<file path="config.mk">
export PLATFORM = sky130hd
export DESIGN_NAME = mux4_rr_sched_flat
export DESIGN_NICKNAME = d
export VERILOG_FILES = /design/src/rtl/mux4_rr_sched_pkg.sv /design/src/rtl/mux4_rr_sched_if.sv /design/src/rtl/mux4_rr_sched_rr_pick4.sv /design/src/rtl/mux4_rr_sched.sv /design/src/flat_wrapper.sv
export SDC_FILE = /design/constraint.sdc
export NUM_CORES = 1
export LEC_CHECK = 0
export CORE_ASPECT_RATIO = 1.2
export CORE_MARGIN = 2
export CORE_UTILIZATION = 45
export DETAILED_ROUTE_END_ITERATION = 10
export PLACE_DENSITY = 0.72
export SLEW_MARGIN = 20
export SYNTH_ARGS = -nofsm -noshare
export SYNTH_HDL_FRONTEND = slang
export SYNTH_SLANG_ARGS = --single-unit
</file>
<file path="constraint.sdc">
create_clock -name clk -period 1.6 [get_ports clk]
set_input_delay 0.48 -clock clk [delete_from_list [all_inputs] [get_ports clk]]
set_output_delay 0.48 -clock clk [all_outputs]
set_load 0.01 [all_outputs]
</file>
<file path="src/rtl/mux4_rr_sched_pkg.sv">
// rtl/mux4_rr_sched_pkg.sv - shared types and helpers for the 4:1 selector scheduler
// Purpose : state encoding, channel count, pointer reset value and the
//           channel-to-select mapping of the downstream 4:1 selector.
// Ports   : none (package).
package mux4_pkg;

    localparam int NCH = 4;

    typedef enum logic [1:0] {
        IDLE   = 2'd0,
        SAMPLE = 2'd1,
        HOLD   = 2'd2
    } state_t;

    // Pointer starts on channel 3 so channel 0 wins first after reset.
    localparam logic [1:0] LAST_RST = 2'd3;

    // The selector wires its legs in reverse: sel 00 picks d3, 11 picks d0.
    function automatic logic [1:0] ch_to_sel(input logic [1:0] ch);
        return ~ch;
    endfunction

endpackage

</file>
<file path="src/rtl/mux4_rr_sched_if.sv">
// rtl/mux4_rr_sched_if.sv - requester/selector/consumer bundle of the scheduler
// Purpose : groups the request, selector and output-port signals.
// Ports   : req, mux_out, out_ready  (into the scheduler)
//           sel, gnt, out_data, out_ch, out_valid (out of the scheduler)
//           modport slave = scheduler side, master = environment side.
interface mux4_rr_sched_if #(
    parameter int WIDTH = 2
);
    logic [3:0]       req;
    logic [WIDTH-1:0] mux_out;
    logic [1:0]       sel;
    logic [3:0]       gnt;
    logic [WIDTH-1:0] out_data;
    logic [1:0]       out_ch;
    logic             out_valid;
    logic             out_ready;

    modport slave (
        input  req, mux_out, out_ready,
        output sel, gnt, out_data, out_ch, out_valid
    );

    modport master (
        output req, mux_out, out_ready,
        input  sel, gnt, out_data, out_ch, out_valid
    );
endinterface

</file>
<file path="src/rtl/mux4_rr_sched_rr_pick4.sv">
// rtl/mux4_rr_sched_rr_pick4.sv - combinational 4-way round-robin picker
// Purpose : picks the first requester after the last winner, wrapping mod 4.
// Ports   : i_req[3:0]  request vector
//           i_last[1:0] previous winner
//           o_any       at least one request present
//           o_win[1:0]  winning channel (0 when o_any is low)
module rr_pick4 (
    input  logic [3:0] i_req,
    input  logic [1:0] i_last,
    output logic       o_any,
    output logic [1:0] o_win
);
    logic       w_found;
    logic [1:0] w_idx;

    assign o_any = |i_req;

    // Scan last+1 .. last+4; the first hit wins, so last itself is checked last.
    always_comb begin
        o_win   = 2'd0;
        w_found = 1'b0;
        w_idx   = 2'd0;
        for (int k = 1; k <= 4; k++) begin
            w_idx = i_last + 2'(k);
            if (!w_found && i_req[w_idx]) begin
                o_win   = w_idx;
                w_found = 1'b1;
            end
        end
    end
endmodule

</file>
<file path="src/rtl/mux4_rr_sched.sv">
// rtl/mux4_rr_sched.sv - round-robin scheduler driving a 4:1 two-bit selector
// Purpose : arbitrates four requesters, steers the selector, captures its
//           output one cycle later and offers it on a valid/ready port,
//           pulsing a one-cycle grant to the winner.
// Ports   : clk  clock, rising edge
//           rst  asynchronous active-high reset
//           bus  mux4_rr_sched_if.slave (req, mux_out, out_ready in;
//                sel, gnt, out_data, out_ch, out_valid out)
module mux4_rr_sched
    import mux4_pkg::*;
#(
    parameter int WIDTH = 2
) (
    input  logic               clk,
    input  logic               rst,
    mux4_rr_sched_if.slave     bus
);
    state_t           r_state;
    state_t           w_next;
    logic [1:0]       r_sel;
    logic [1:0]       r_ch;
    logic [1:0]       r_last;
    logic [1:0]       r_out_ch;
    logic [NCH-1:0]   r_gnt;
    logic [WIDTH-1:0] r_out_data;
    logic             r_out_valid;
    logic             w_any;
    logic [1:0]       w_win;

    rr_pick4 u_pick (
        .i_req  (bus.req),
        .i_last (r_last),
        .o_any  (w_any),
        .o_win  (w_win)
    );

    always_ff @(posedge clk or posedge rst) begin
        if (rst) r_state <= IDLE;
        else     r_state <= w_next;
    end

    always_comb begin
        w_next = r_state;
        case (r_state)
            IDLE:    if (w_any) w_next = SAMPLE;
            SAMPLE:  w_next = HOLD;
            HOLD:    if (bus.out_ready) w_next = IDLE;
            default: w_next = IDLE;
        endcase
    end

    always_ff @(posedge clk or posedge rst) begin
        if (rst) begin
            r_sel       <= 2'b00;
            r_ch        <= 2'd0;
            r_last      <= LAST_RST;
            r_gnt       <= '0;
            r_out_data  <= '0;
            r_out_ch    <= 2'd0;
            r_out_valid <= 1'b0;
        end else begin
            // Grant is a single-cycle pulse; only SAMPLE raises it.
            r_gnt <= '0;
            case (r_state)
                IDLE: begin
                    if (w_any) begin
                        r_sel <= ch_to_sel(w_win);
                        r_ch  <= w_win;
                    end
                end
                SAMPLE: begin
                    // sel was registered last edge, so mux_out has settled.
                    r_out_data   <= bus.mux_out;
                    r_out_ch     <= r_ch;
                    r_out_valid  <= 1'b1;
                    r_gnt[r_ch]  <= 1'b1;
                    r_last       <= r_ch;
                end
                HOLD: begin
                    if (bus.out_ready) r_out_valid <= 1'b0;
                end
                default: ;
            endcase
        end
    end

    assign bus.sel       = r_sel;
    assign bus.gnt       = r_gnt;
    assign bus.out_data  = r_out_data;
    assign bus.out_ch    = r_out_ch;
    assign bus.out_valid = r_out_valid;
endmodule

</file>
<file path="src/flat_wrapper.sv">
// flat-port wrapper written by rule: the top's interface ports become plain ports
module mux4_rr_sched_flat import mux4_pkg::*;
#(
    parameter int WIDTH = 2
)
  (clk, rst, bus_req, bus_mux_out, bus_out_ready, bus_sel, bus_gnt, bus_out_data, bus_out_ch, bus_out_valid);
  mux4_rr_sched_if #(.WIDTH(WIDTH)) bus_i ();
  input  logic clk;
  input  logic rst;
  input wire logic [$bits(bus_i.req)-1:0] bus_req;
  input wire logic [$bits(bus_i.mux_out)-1:0] bus_mux_out;
  input wire logic [$bits(bus_i.out_ready)-1:0] bus_out_ready;
  output wire logic [$bits(bus_i.sel)-1:0] bus_sel;
  output wire logic [$bits(bus_i.gnt)-1:0] bus_gnt;
  output wire logic [$bits(bus_i.out_data)-1:0] bus_out_data;
  output wire logic [$bits(bus_i.out_ch)-1:0] bus_out_ch;
  output wire logic [$bits(bus_i.out_valid)-1:0] bus_out_valid;
  assign bus_i.req = bus_req;
  assign bus_i.mux_out = bus_mux_out;
  assign bus_i.out_ready = bus_out_ready;
  assign bus_sel = bus_i.sel;
  assign bus_gnt = bus_i.gnt;
  assign bus_out_data = bus_i.out_data;
  assign bus_out_ch = bus_i.out_ch;
  assign bus_out_valid = bus_i.out_valid;
  mux4_rr_sched #(.WIDTH(WIDTH)) u_core (.clk(clk), .rst(rst), .bus(bus_i));
endmodule
</file>
==> summary.md, run 1 <==
The run gives 0.001988 sq mm as the area enclosed by the die boundary. The startpoint identified for the worst register-to-register timing path is u_core.r_last[1]. Setup repair after global routing left no endpoint under its margin. The number of synthesis warnings is 0. TritonCTS built the clock tree. For the worst setup path, the data required time is 1.79 ns.

The distinct cell type count after synthesis is 25. The count of final setup violators was 0; the buffer count from post-CTS setup fixing was 0. After synthesis the netlist holds a flip-flop and latch count of 17.

Input and output buffers added on the ports amount to 19. Clock-pin slew was measured on the worst setup and hold paths at 0.10 ns. Average size of a mapped cell: 9.876 sq um. In this run the worst path has a maximum fanout of 3.

At the later pin of the worst-skew pair, clock insertion delay measures 0.29 ns. Buffers inserted during clock tree synthesis total 3. The slew of the pin with the lowest slew margin works out to 0.4038 ns.

Leaving out fill and tap cells, the most frequent cells in the layout are 15 x sky130_fd_sc_hd__nand2_1, 15 x sky130_fd_sc_hd__dfrtp_1, 14 x sky130_fd_sc_hd__dlygate4sd2_1. Synthesis handed over a netlist of 75 instances. After legalization and detailed placement, the total HPWL measured 1.249 mm. The logs give 0 for the remaining number of nets flagged by the antenna check after routing and 124 for the count of non-filler cells in the finished layout. The first global-routing pass estimated 2.725 mm of wire.

The worst register-to-register path has a depth of 4. Entering global routing, the biggest net connects 11 pins. In this run the register-to-register setup slack is 0.10 ns. The fraction of registers with async set/reset is 100.0%, and the per-cell routed wire length is 13.60 um. The antenna diode count was 0; the per-cell via count in the routed design was 5.242. The fraction of post-synthesis cell area in the top cell type by area was 50.68%.

The tool flagged a number of max-cap violations equal to 0. After clock tree synthesis, the flow added hold-fix buffers numbering 0. Yosys mapped a number of flops with a built-in enable equal to 0. The net total in the final layout is 116. The finished cells cover 0.001064 sq mm. The shortest period the worst path allows is 1.529 ns. The core footprint was 0.001582 sq mm; the count of clock tree sinks was 17. IR analysis of the VDD net gives a maximum drop of 0.8175 mV. For this run, design rule violations remaining after detail routing come to 0.

The run gives 650 as the via total after detailed routing. After global routing the overflow that remains totals 0. Across every metal layer, demand over resource in global routing totals 20.39%. The flow ran to the end, and the final reports show no timing, DRC or antenna violations. The buffer cell driving the clock tree root is sky130_fd_sc_hd__clkbuf_4. The reg-to-reg critical path endpoint is u_core.bus.sel[0].

The pre-antenna-repair detailed-routing pass consisted of 2 iterations. The via count of the first global-routing pass is 646, and the iteration-0 DRC count of the detailed router is 5. STA puts the critical path data arrival time at 1.72 ns.

In this run the power density over the cells is 1668 mW/mm^2. The critical path is of the input port to flop type. The power consumption came out at 0.001774 W. Class of the worst hold path: input port to asynchronous set/reset pin.

The run gives 84 as the post-synthesis net count. The logs give 0.001013 sq mm for the placed instance area and 16 for the total number of placement rows. Once the floorplan was initialized, standard cells occupied 46.84% of the core.

The analysis attributes to cell leakage a power of 0.5287 nW. Cells with a size suffix above 1 make up 21.70% of the layout. The depth of the CTS H-tree was 1. For this block, the routed nets add up to 1.687 mm of wire. The die is 48.45 um tall. The worst setup path is captured at a flop.

The setup clock skew after layout was 0.008757 ns. The number of placed instances, taps included, is 120. Max-slew violation total from the final report: 0. The logs give 0 for the total count of hold-check failures in the final report and 0.8279 for the routability-driven placement congestion ratio.

The logs give 73.03% for the relative slew slack and 740.7 sq um for the post-synthesis instance area. Pin placement for this block handled 20 I/O pins. Yosys attributes the largest share of cell area to sky130_fd_sc_hd__dfrtp_1 51%, sky130_fd_sc_hd__nand2_1 7.6%, sky130_fd_sc_hd__dfstp_2 7.1%.

sky130_fd_sc_hd__dfrtp_1 takes more of the synthesized area than any other cell. Static timing analysis puts the maximum clock frequency at 654.0 MHz. From synthesis to final layout, the design area changed by 43.58%.

Post-synthesis sequential area ratio: 57.77%. The type of origin of the critical path was an input port. In this run the deepest clock path goes through 2 buffers. In this run the horizontal extent of the chip is 41.04 um.

The leading register cell type out of synthesis was sky130_fd_sc_hd__dfrtp_1. Dividing the final minimum period by the clock period gives 95.56%. The number of antenna violations at the first check in global routing came out at 0.
[cells in the mapped netlist (2+ instances only)]
library cell,n
sky130_fd_sc_hd__nor3_1,2
sky130_fd_sc_hd__dfrtp_1,15
sky130_fd_sc_hd__nand2_1,15
sky130_fd_sc_hd__nor2b_1,2
sky130_fd_sc_hd__o21ai_0,4
sky130_fd_sc_hd__a21oi_1,2
sky130_fd_sc_hd__o221ai_1,2
sky130_fd_sc_hd__inv_1,8
sky130_fd_sc_hd__nor2_1,8
sky130_fd_sc_hd__dfstp_2,2
[power by group]
| part | switching, W | internal (W) | total [W] |
|---|---|---|---|
| registers | 0.000159 | 0.000637 | 0.000797 |
| clock network | 0.000127 | 0.0000929 | 0.000220 |
| logic | 0.000410 | 0.000347 | 0.000757 |
[sequential cells by signal, summed over array words and instances (netlist names)]
register	cells
u_core.bus.out_valid	1
u_core.bus.out_data	2
u_core.bus.gnt	4
u_core.r_state	2
u_core.bus.sel	2
u_core.r_last	2
u_core.bus.out_ch	2
u_core.r_ch	2
[through the flow]
| stage | util (%) | setup TNS, ns | setup WS (ns) | hold WS, ns |
|---|---|---|---|---|
| after floorplan | - | 0 | 0.05729 | 0.4046 |
| after global placement | 64.08 | -2.028 | -0.5081 | 0.4564 |
| after detailed placement | 64.08 | -2.094 | -0.5238 | 0.4729 |
| after CTS | 66.85 | 0 | 0.07336 | 0.4203 |
| after global routing | 67.25 | 0 | 0.007312 | 0.4421 |
| final | 67.25 | 0 | 0.07099 | 0.4099 |
[kinds of logic (layout without fill, tap and decap cells)]
| kind of cell | after synthesis | in the layout | synth area share, % |
|---|---|---|---|
| DFF | 17 | 17 | 57.77 |
| and+or+nand+nor | 34 | 34 | 22.13 |
| buffers and inverters | 8 | 39 | 4.054 |
| AOI/OAI and AO/OA | 16 | 16 | 16.05 |
[worst max-delay path, cell delays in order]
cell                              delay (ns)
sky130_fd_sc_hd__clkdlybuf4s50_1        0.50
sky130_fd_sc_hd__nor2_1                 0.07
sky130_fd_sc_hd__a211o_1                0.32
sky130_fd_sc_hd__inv_2                  0.09
sky130_fd_sc_hd__o311ai_2               0.12
sky130_fd_sc_hd__o21a_1                 0.14
[worst max-delay path by stage]
stage               start                end  slack, ns  cells past startpoint
3_3_place_gp   bus_req[0]  u_core.bus.sel[1]      -0.51                      5
2_1_floorplan  bus_req[3]  u_core.bus.sel[0]       0.06                      4
4_1_cts        bus_req[2]     u_core.r_ch[1]       0.07                      6
5_1_grt        bus_req[2]  u_core.bus.sel[1]      0.007                      6
3_5_place_dp   bus_req[1]  u_core.bus.sel[0]      -0.52                      5
6_report       bus_req[2]  u_core.bus.sel[1]       0.07                      6
[layer usage]
layer	up-vias	GRT usage (%)	wire, um
met5	-	0	0
met2	23	34.64	934
met4	0	11.67	53
li1	319	-	-
met1	301	21.98	614
met3	7	2.752	85
[what timing repair did]
action,in CTS,in global routing
pin swaps,1,0
resized for setup,21,3
setup endpoints to repair,15,2
[final cells by class]
cell class	instances	area, sq um
timing repair buffer	27	232.7
clock inverter	1	5.005
fill	141	518.0
multi-input combinational	50	322.8
inverter	8	30.03
tap	18	22.52
sequential	17	427.9
clock buffer	3	22.52
No activity file was read; power rests on OpenSTA's default activity.
==> run 2: changes to the inputs <==
--- a/config.mk
+++ b/config.mk
@@ -8,6 +8,7 @@
 export CORE_ASPECT_RATIO = 1.2
 export CORE_MARGIN = 2
 export CORE_UTILIZATION = 45
+export CTS_CLUSTER_DIAMETER = 30
 export DETAILED_ROUTE_END_ITERATION = 10
 export PLACE_DENSITY = 0.72
 export SLEW_MARGIN = 20
==> results of run 2 <==
Final layout, timing and power as in run 1 (identical DEF).
